===== src/rtl/game_pkg.sv =====
// Shared definitions for the game status block: FSM state codes and the
// default game constants used as parameter defaults by game_status.
package game_pkg;

   // State codes are visible on the state output, so the encoding is fixed.
   typedef enum logic [1:0] {
      IDLE = 2'd0,
      PLAY = 2'd1,
      HIT  = 2'd2,
      OVER = 2'd3
   } state_e;

   localparam int LIVES_INIT_DEF   = 3;
   localparam int GRACE_FRAMES_DEF = 60;
   localparam int GRACE_W          = 8;   // holds GRACE_FRAMES up to 255

endpackage


===== src/rtl/rise_detect.sv =====
// Rising-edge detector for a level collision input: one sync register,
// one prev register, and a registered one-cycle pulse on a 0->1 change.
// The pulse appears two clocks after the input rises, so the consumer acts
// on it at the third clock edge.
module rise_detect (
   input  logic clk,
   input  logic rst,
   input  logic level_i,
   output logic rise_o
);

   logic sync_q;
   logic prev_q;
   logic rise_q;

   // Sample the level, keep the previous sample and register the 0->1 pulse.
   always_ff @(posedge clk or posedge rst) begin
      if (rst) begin
         sync_q <= 1'b0;
         prev_q <= 1'b0;
         rise_q <= 1'b0;
      end else begin
         // NOTE: non-blocking, so each stage takes its source's pre-edge value
         // and the chain really is three flops rather than one.
         sync_q <= level_i;
         prev_q <= sync_q;
         rise_q <= sync_q & ~prev_q;
      end
   end

   assign rise_o = rise_q;

endmodule


===== src/rtl/game_status.sv =====
// Game status controller: start / play / hit / game-over FSM with lives,
// saturating star score and an optional post-hit grace window.
// Build option: define GRACE_TIMER_EN to enable the HIT state and grace
// counter; without it a tube hit costs a life but play continues at once.
module game_status
   import game_pkg::*;
#(
   parameter int LIVES_INIT   = LIVES_INIT_DEF,
   parameter int GRACE_FRAMES = GRACE_FRAMES_DEF,
   parameter int SCORE_W      = 10
) (
   input  logic               clk,
   input  logic               rst,
   input  logic               start_btn,
   input  logic               frame_tick,
   input  logic               collision_tube,
   input  logic               collision_star,
   output logic [1:0]         state,
   output logic [1:0]         lives,
   output logic [SCORE_W-1:0] score,
   output logic               hit_flash,
   output logic               game_over
);

   localparam logic [SCORE_W-1:0] SCORE_MAX  = {SCORE_W{1'b1}};
   localparam logic [1:0]         LIVES_LOAD = 2'(LIVES_INIT);

   state_e             state_q, state_d;
   logic [1:0]         lives_q, lives_d;
   logic [SCORE_W-1:0] score_q, score_d;
   logic               game_over_q;
   logic               tube_rise;
   logic               star_rise;

`ifdef GRACE_TIMER_EN
   localparam logic [GRACE_W-1:0] GRACE_LOAD = GRACE_W'(GRACE_FRAMES);
   logic [GRACE_W-1:0] grace_q, grace_d;
   logic               hit_flash_q;
`else
   // Grace timing has no function in this build.
   logic unused_cfg;
   assign unused_cfg = frame_tick | (GRACE_FRAMES == 0);
`endif

   rise_detect u_tube_rise (
      .clk     (clk),
      .rst     (rst),
      .level_i (collision_tube),
      .rise_o  (tube_rise)
   );

   rise_detect u_star_rise (
      .clk     (clk),
      .rst     (rst),
      .level_i (collision_star),
      .rise_o  (star_rise)
   );

   // Next-state logic: game progression, lives, score and grace countdown.
   always_comb begin
      // NOTE: every target gets a hold value first so no path leaves it
      // unassigned, which would infer a latch.
      state_d = state_q;
      lives_d = lives_q;
      score_d = score_q;
`ifdef GRACE_TIMER_EN
      grace_d = grace_q;
`endif

      // Stars count in both live states, even on the hit that ends the game.
      if ((state_q == PLAY || state_q == HIT) && star_rise && score_q != SCORE_MAX) begin
         score_d = score_q + SCORE_W'(1);
      end

      unique case (state_q)
         IDLE, OVER: begin
            if (start_btn) begin
               state_d = PLAY;
               lives_d = LIVES_LOAD;
               score_d = '0;
`ifdef GRACE_TIMER_EN
               grace_d = '0;
`endif
            end
         end
         PLAY: begin
            if (tube_rise) begin
               if (lives_q > 2'd1) begin
                  lives_d = lives_q - 2'd1;
`ifdef GRACE_TIMER_EN
                  grace_d = GRACE_LOAD;
                  state_d = HIT;
`endif
               end else begin
                  lives_d = 2'd0;
                  state_d = OVER;
               end
            end
         end
         HIT: begin
`ifdef GRACE_TIMER_EN
            // Tube contact is harmless here; only frame ticks matter.
            if (frame_tick) begin
               grace_d = grace_q - GRACE_W'(1);
               if (grace_q == GRACE_W'(1)) state_d = PLAY;
            end
`endif
         end
      endcase
   end

   // State registers; status flags decode the next state so they are flops.
   always_ff @(posedge clk or posedge rst) begin
      if (rst) begin
         state_q     <= IDLE;
         lives_q     <= 2'd0;
         score_q     <= '0;
         game_over_q <= 1'b0;
`ifdef GRACE_TIMER_EN
         grace_q     <= '0;
         hit_flash_q <= 1'b0;
`endif
      end else begin
         state_q     <= state_d;
         lives_q     <= lives_d;
         score_q     <= score_d;
         game_over_q <= (state_d == OVER);
`ifdef GRACE_TIMER_EN
         grace_q     <= grace_d;
         hit_flash_q <= (state_d == HIT);
`endif
      end
   end

   assign state     = state_q;
   assign lives     = lives_q;
   assign score     = score_q;
   assign game_over = game_over_q;
`ifdef GRACE_TIMER_EN
   assign hit_flash = hit_flash_q;
`else
   assign hit_flash = 1'b0;
`endif

endmodule


===== config.mk =====
export PLATFORM = sky130hd
export DESIGN_NAME = game_status
export DESIGN_NICKNAME = d
export VERILOG_FILES = /design/src/rtl/game_pkg.sv /design/src/rtl/rise_detect.sv /design/src/rtl/game_status.sv
export SDC_FILE = /design/constraint.sdc
export NUM_CORES = 1
export LEC_CHECK = 0
export BUFFER_PORTS_ARGS = -buffer_cell sky130_fd_sc_hd__buf_2
export CELL_PAD_IN_SITES_DETAIL_PLACEMENT = 1
export CELL_PAD_IN_SITES_GLOBAL_PLACEMENT = 2
export CORE_ASPECT_RATIO = 0.6
export CORE_MARGIN = 5
export CORE_UTILIZATION = 35
export DETAILED_ROUTE_END_ITERATION = 16
export PLACE_DENSITY = 0.91
export SETUP_SLACK_MARGIN = 0.3
export SYNTH_ARGS = -nofsm -noshare
export SYNTH_HDL_FRONTEND = slang
export SYNTH_SLANG_ARGS = --single-unit

===== constraint.sdc =====
create_clock -name clk -period 3.64 [get_ports clk]
set_clock_uncertainty 0.1 [all_clocks]
set_input_delay 0.364 -clock clk [delete_from_list [all_inputs] [get_ports clk]]
set_output_delay 0.364 -clock clk [all_outputs]
set_load 0.01 [all_outputs]

Word level (Yosys, flattened, before mapping)
Cells that the tools add are included.
- register bits: 21
- add/subtract/negate cells: 2
- magnitude comparators: 1
- equality and inequality tests: 7
- mux-type cells: 11
- bitwise operators: 4
- reduce and logical (&&, ||, !) cells: 7
- operators with widths (kind ; count):
    10-bit two-way mux ; 3
    2-bit two-way mux ; 6
    10-bit by 1-bit adder with 10-bit output, second input constant ; 1
    10-bit inequality test, second input constant ; 1
    2-bit case mux with 2 select lines ; 2
    2-bit equality test, second input constant ; 3
    3-bit AND reduction ; 1
    1-bit bitwise AND ; 2
    2-bit by 1-bit equality test with 1-bit output, second input constant ; 1
    2-bit by 1-bit greater-than comparator with 1-bit output, second input constant ; 1
    1-bit logical AND ; 2
    2-bit zero test ; 1
    2-bit by 1-bit inequality test with 1-bit output, second input constant ; 1
    2-bit inequality test, second input constant ; 1
    1-bit NOT ; 2
    2-bit nonzero test ; 1
    2-bit OR reduction ; 1
    2-bit by 1-bit subtractor with 2-bit output, second input constant ; 1
    1-bit logical OR ; 1

Longest topological paths before layout
- word-level depth: 7
- gate-level depth with buffers: 6
- depth with buffers taken out: 6

By module
Synthesis repeated with hierarchy kept, for this count alone.
- cells, all modules: 101
- area, all modules: 1056.0 um^2
- by module, submodules not included (module ; instances ; cells each ; area an instance (um^2) ; seq. area each (um^2)):
    game_status ; 1 ; 91 ; 870.8 ; 375.4
    rise_detect ; 2 ; 5 ; 92.6 ; 75.1

Worst setup path before layout
No wires, ideal clock.
- kind: register to register
- start point: register state_q[0] (netlist: state[0])
- end point: register score_q[7] (netlist: score[7])
- setup time: 78 ps
- arrival: 1742 ps
- setup slack: 1721 ps
- stages on the path, launching flop included: 7
- path buffers: 0
- period minus slack after synthesis: 1919 ps
- cell sequence: dfrtp_1 inv_1 ha_1 nor2b_2 nand4_4 or4_1 a21oi_1
- cells in the longest elaborated chain, start to end: 7
- elaborated cells on any way between the ends: 11
- those cells by class: eq/ne (3); mux (3); reduce/logical (5)
- RTL lines (element ; line ; RTL):
    start, declared ; game_status.sv:28 ; state_e state_q, state_d;
    start signal, assigned ; game_status.sv:124 ; state_q <= state_d;
    2-bit by 1-bit equality test with 1-bit output / 2-bit equality test (equally long branches) ; game_status.sv:71 ; if ((state_q == PLAY || state_q == HIT) && star_rise && score_q != SCORE_MAX) begin
    1-bit logical OR ; game_status.sv:71 ;
    1-bit logical AND (2 in a row) ; game_status.sv:71 ;
    10-bit two-way mux ; game_status.sv:71 ;
    10-bit two-way mux ; game_status.sv:77 ; if (start_btn) begin
    10-bit two-way mux * ; game_status.sv:75 ; unique case (state_q)
    named net score_d[7] ; game_status.sv:30 ; logic [SCORE_W-1:0] score_q, score_d;
    end signal, assigned ; game_status.sv:126 ; score_q <= score_d;
    end, declared ; game_status.sv:30 ;
The timed path passes the listed nets; every way through them passes the cells marked *.
A chain may end at the register's enable or synchronous reset.

Final worst setup path
Ends and elaborated chain as after synthesis.

==> tab_implementation.tex <==
\begin{tabular}{lr}
\hline
Metric & Value \\
\hline
\multicolumn{2}{l}{\textbf{Synthesis}} \\
Count of state elements after synthesis & 21 \\
Most used standard cell by instance count after synthesis & sky130\_fd\_sc\_hd\_\_dfrtp\_1 \\
Synthesized net count & 109 \\
Count of flip-flops with a built-in enable after synthesis & 0 \\
Area of the mapped netlist & 0.001040 sq mm \\
Average instance area after synthesis & 10.50 sq um \\
Dominant synthesized flop cell & sky130\_fd\_sc\_hd\_\_dfrtp\_1 \\
Top cells by area, synth & sky130\_fd\_sc\_hd\_\_dfrtp\_1, sky130\_fd\_sc\_hd\_\_ha\_1, sky130\_fd\_sc\_hd\_\_mux2i\_1 \\
Proportion of register bits with asynchronous set or reset after synthesis & 100.0\% \\
Synth top area share & 50.54\% \\
Sequential share of the synthesized area & 50.54\% \\
Post-synthesis cell count & 99 \\
Yosys Warn Count & 0 \\
Commonest cells post-synth & sky130\_fd\_sc\_hd\_\_dfrtp\_1, sky130\_fd\_sc\_hd\_\_nand2\_1, sky130\_fd\_sc\_hd\_\_inv\_1, sky130\_fd\_sc\_hd\_\_nor2\_1, sky130\_fd\_sc\_hd\_\_mux2i\_1 \\
Unique masters post-synth & 32 \\
Cell taking the most area after synthesis & sky130\_fd\_sc\_hd\_\_dfrtp\_1 \\
\multicolumn{2}{l}{\textbf{Cells and area}} \\
Number of inserted filler cells in the final layout & 338 \\
Layout area overhead & 17.45\% \\
Net count reported at finish & 131 \\
Antenna diode count & 0 \\
Post-Layout Cell Count & 162 \\
Fraction of layout instances using a drive strength above 1 & 22.50\% \\
Final Instance Area & 0.001221 sq mm \\
\multicolumn{2}{l}{\textbf{Global route}} \\
Antenna violations before repair & 0 \\
Global routing usage summed across all routing layers & 14.03\% \\
Grt total ovfl & 0 \\
Pin count of the biggest net entering global routing & 22 \\
First-pass GRT wire length & 4347 um \\
Number of global-route vias before repair & 875 \\
\multicolumn{2}{l}{\textbf{Worst setup path}} \\
Critical Path Source Type & register \\
Critical setup path kind & register to register \\
Required time at the endpoint of the critical path & 3730 ps \\
Number of cells on the worst reg-to-reg path & 6 \\
Start point of the critical path & state[0] \\
Kind of capture point of the worst setup path & register \\
Reg-to-reg critical path startpoint & state[0] \\
Capturing element of the worst setup path & score[7] \\
Worst-case register-to-register setup slack & 1550 ps \\
Worst Path Max Fanout & 8 \\
End of the worst register-to-register path & score[7] \\
Data arrival, critical path & 2180 ps \\
\multicolumn{2}{l}{\textbf{Detailed routing}} \\
Total wirelength of the detailed-routed design & 2515 um \\
DR top layer & met4 \\
Met2 layer wire length in the routed design & 1112 um \\
Count of vias placed by the detailed router & 830 \\
Avg Vias per Cell & 5.123 \\
Routed length on met3 & 136 um \\
Routed length per instance & 15.52 um \\
Met1 layer wirelength in the final routing & 1252 um \\
Iteration count of the initial detailed-routing pass & 4 \\
Routed Antenna Nets & 0 \\
DRC Markers & 0 \\
Number of DRC markers after the initial detailed-route iteration & 55 \\
\multicolumn{2}{l}{\textbf{Placement}} \\
Routability cong. & 0.7554 \\
Number of placed cells counting well taps & 158 \\
Post-DP HPWL & 1971 um \\
Port Buffers & 19 \\
Cell Area, Placed & 0.001176 sq mm \\
\multicolumn{2}{l}{\textbf{STA}} \\
Tightest Pin Transition & 794.0 ps \\
Final Setup Violations & 0 \\
Final critical-path required period & 2092 ps \\
Final Hold Vio Count & 0 \\
Final Max Slew Viols & 0 \\
Worst slew margin relative to its limit & 47.01\% \\
Final clock period utilization by the worst path & 57.47\% \\
Unrepaired setup endpoints after global routing & no \\
Fmax & 0.4780 GHz \\
Setup total negative slack & 0 ps \\
\multicolumn{2}{l}{\textbf{Floorplanning}} \\
Die boundary width & 80.37 um \\
Initial core utilization & 36.45\% \\
Die outline area & 0.004197 sq mm \\
Number of top-level design ports & 22 \\
Rows & 15 \\
DIE HEIGHT & 52.22 um \\
Core area & 0.002853 sq mm \\
\multicolumn{2}{l}{\textbf{Clock tree}} \\
Clock latency on the worst-skew pair & 260 ps \\
Clock net sink count & 21 \\
Number of resized instances in the post-cts repair step & 0 \\
Clock transition time at the flip-flop clock pins of the worst setup and hold paths & 80 ps \\
Hold buffer count at CTS & 0 \\
Clock tree root buffer cell & sky130\_fd\_sc\_hd\_\_clkbuf\_8 \\
Max Buffers Root-to-Sink & 2 \\
TritonCTS Buffers & 3 \\
Setup repair bufs after CTS & 0 \\
TritonCTS clock tree & done \\
H-tree depth reported by CTS & 1 \\
\multicolumn{2}{l}{\textbf{Flow run}} \\
Max-capacitance violation count & 0 \\
\multicolumn{2}{l}{\textbf{Hold path}} \\
Hold/Removal Path Class & input pin to register \\
\multicolumn{2}{l}{\textbf{Pwr}} \\
Standby leakage power & 0.5521 nW \\
Final total power & 0.0007666 W \\
Power per unit of standard cell area & 627.7 mW/mm\^{}2 \\
Highest ir drop seen on vdd & 0.2846 mV \\
\multicolumn{2}{l}{\textbf{Run status}} \\
Status & complete, no violations \\
\hline
\end{tabular}
-- per-layer routing --
metal	GRT usage, %	up-vias
li1	-	390
met1	19.05	414
met2	22.25	24
met3	4.467	2
met4	2.528	0
met5	0	-
-- kinds of logic (layout without fill, tap and decap cells) --
group / count (synthesis) / after routing / synth area share (%)
fa+ha+maj: 4 / 4 / 4.814
mux: 5 / 5 / 4.814
other cells: 1 / 1 / 0.3607
flops: 21 / 21 / 50.54
simple gates: 40 / 40 / 23.47
buf+inv: 9 / 30 / 3.610
compound gates: 19 / 19 / 12.39
-- flip-flops by register name, indices dropped and copies added, names as in the netlist --
register	count
game_over	1
u_star_rise.prev_q	1
u_tube_rise.sync_q	1
u_star_rise.sync_q	1
u_tube_rise.rise_o	1
state	2
u_star_rise.rise_o	1
score	10
lives	2
u_tube_rise.prev_q	1
-- report_power, final --
part           internal (W)  switching, W  total, W
combinational      0.000102      0.000146  0.000248
clock             0.0000781     0.0000766  0.000155
sequential         0.000281     0.0000831  0.000364
total              0.000461      0.000306  0.000767
-- metrics by stage --
step	setup WS, ps	hold WS, ps	utilization [%]
floorplan	1721	240.5	-
CTS	1562	97.89	42.81
global route	1432	96.51	42.81
global placement	1636	253.3	41.23
detailed placement	1583	264.8	41.23
finish	1548	105.4	42.81
-- worst min path at each step --
stage	start	end	cells past startpoint
2_1_floorplan	rst	game_over	1
3_3_place_gp	u_star_rise.sync_q	u_star_rise.prev_q	0
3_5_place_dp	u_tube_rise.sync_q	u_tube_rise.prev_q	0
4_1_cts	collision_tube	u_tube_rise.sync_q	1
5_1_grt	collision_tube	u_tube_rise.sync_q	1
6_report	collision_tube	u_tube_rise.sync_q	1
-- layout make-up --
type	count	area [sq um]	share of cell area, %
Inverter	7	26.28	2.152
Tap cell	42	52.55	4.303
Sequential cell	21	525.5	43.03
Clock buffer	4	45.04	3.689
Multi-Input combinational cell	69	476.7	39.04
Timing Repair Buffer	19	95.09	7.787
-- layout by cell type, fill, tap and decap left out --
master,n
sky130_fd_sc_hd__nand2_1,12
sky130_fd_sc_hd__o311ai_1,1
sky130_fd_sc_hd__clkbuf_1,1
sky130_fd_sc_hd__nand2b_1,1
sky130_fd_sc_hd__clkbuf_8,3
sky130_fd_sc_hd__o21a_1,1
sky130_fd_sc_hd__nor2_1,7
sky130_fd_sc_hd__and2_1,2
sky130_fd_sc_hd__o211ai_1,2
sky130_fd_sc_hd__nor2b_2,1
sky130_fd_sc_hd__nor3_4,1
sky130_fd_sc_hd__conb_1,1
sky130_fd_sc_hd__or4_1,1
sky130_fd_sc_hd__nor4_1,1
sky130_fd_sc_hd__nand4b_1,1
sky130_fd_sc_hd__o31ai_1,3
sky130_fd_sc_hd__nand4_4,2
sky130_fd_sc_hd__inv_1,7
sky130_fd_sc_hd__o22a_1,1
sky130_fd_sc_hd__o21ai_1,1
sky130_fd_sc_hd__buf_2,19
sky130_fd_sc_hd__nor3_1,3
sky130_fd_sc_hd__nor2b_1,3
sky130_fd_sc_hd__ha_1,4
sky130_fd_sc_hd__o31a_2,1
sky130_fd_sc_hd__mux2i_1,5
sky130_fd_sc_hd__nor3b_1,2
sky130_fd_sc_hd__a21oi_1,3
sky130_fd_sc_hd__o21ai_0,3
sky130_fd_sc_hd__nand3_1,3
sky130_fd_sc_hd__o22ai_1,2
sky130_fd_sc_hd__o41ai_1,1
sky130_fd_sc_hd__dfrtp_1,21
-- worst max-delay path, stage by stage (launching register included) --
cell and delay [ps]:
sky130_fd_sc_hd__dfrtp_1 440, sky130_fd_sc_hd__inv_1 80, sky130_fd_sc_hd__ha_1 400, sky130_fd_sc_hd__nor2b_2 220
sky130_fd_sc_hd__nand4_4 190, sky130_fd_sc_hd__or4_1 430, sky130_fd_sc_hd__a21oi_1 150
(Power assumes the default switching activity.)
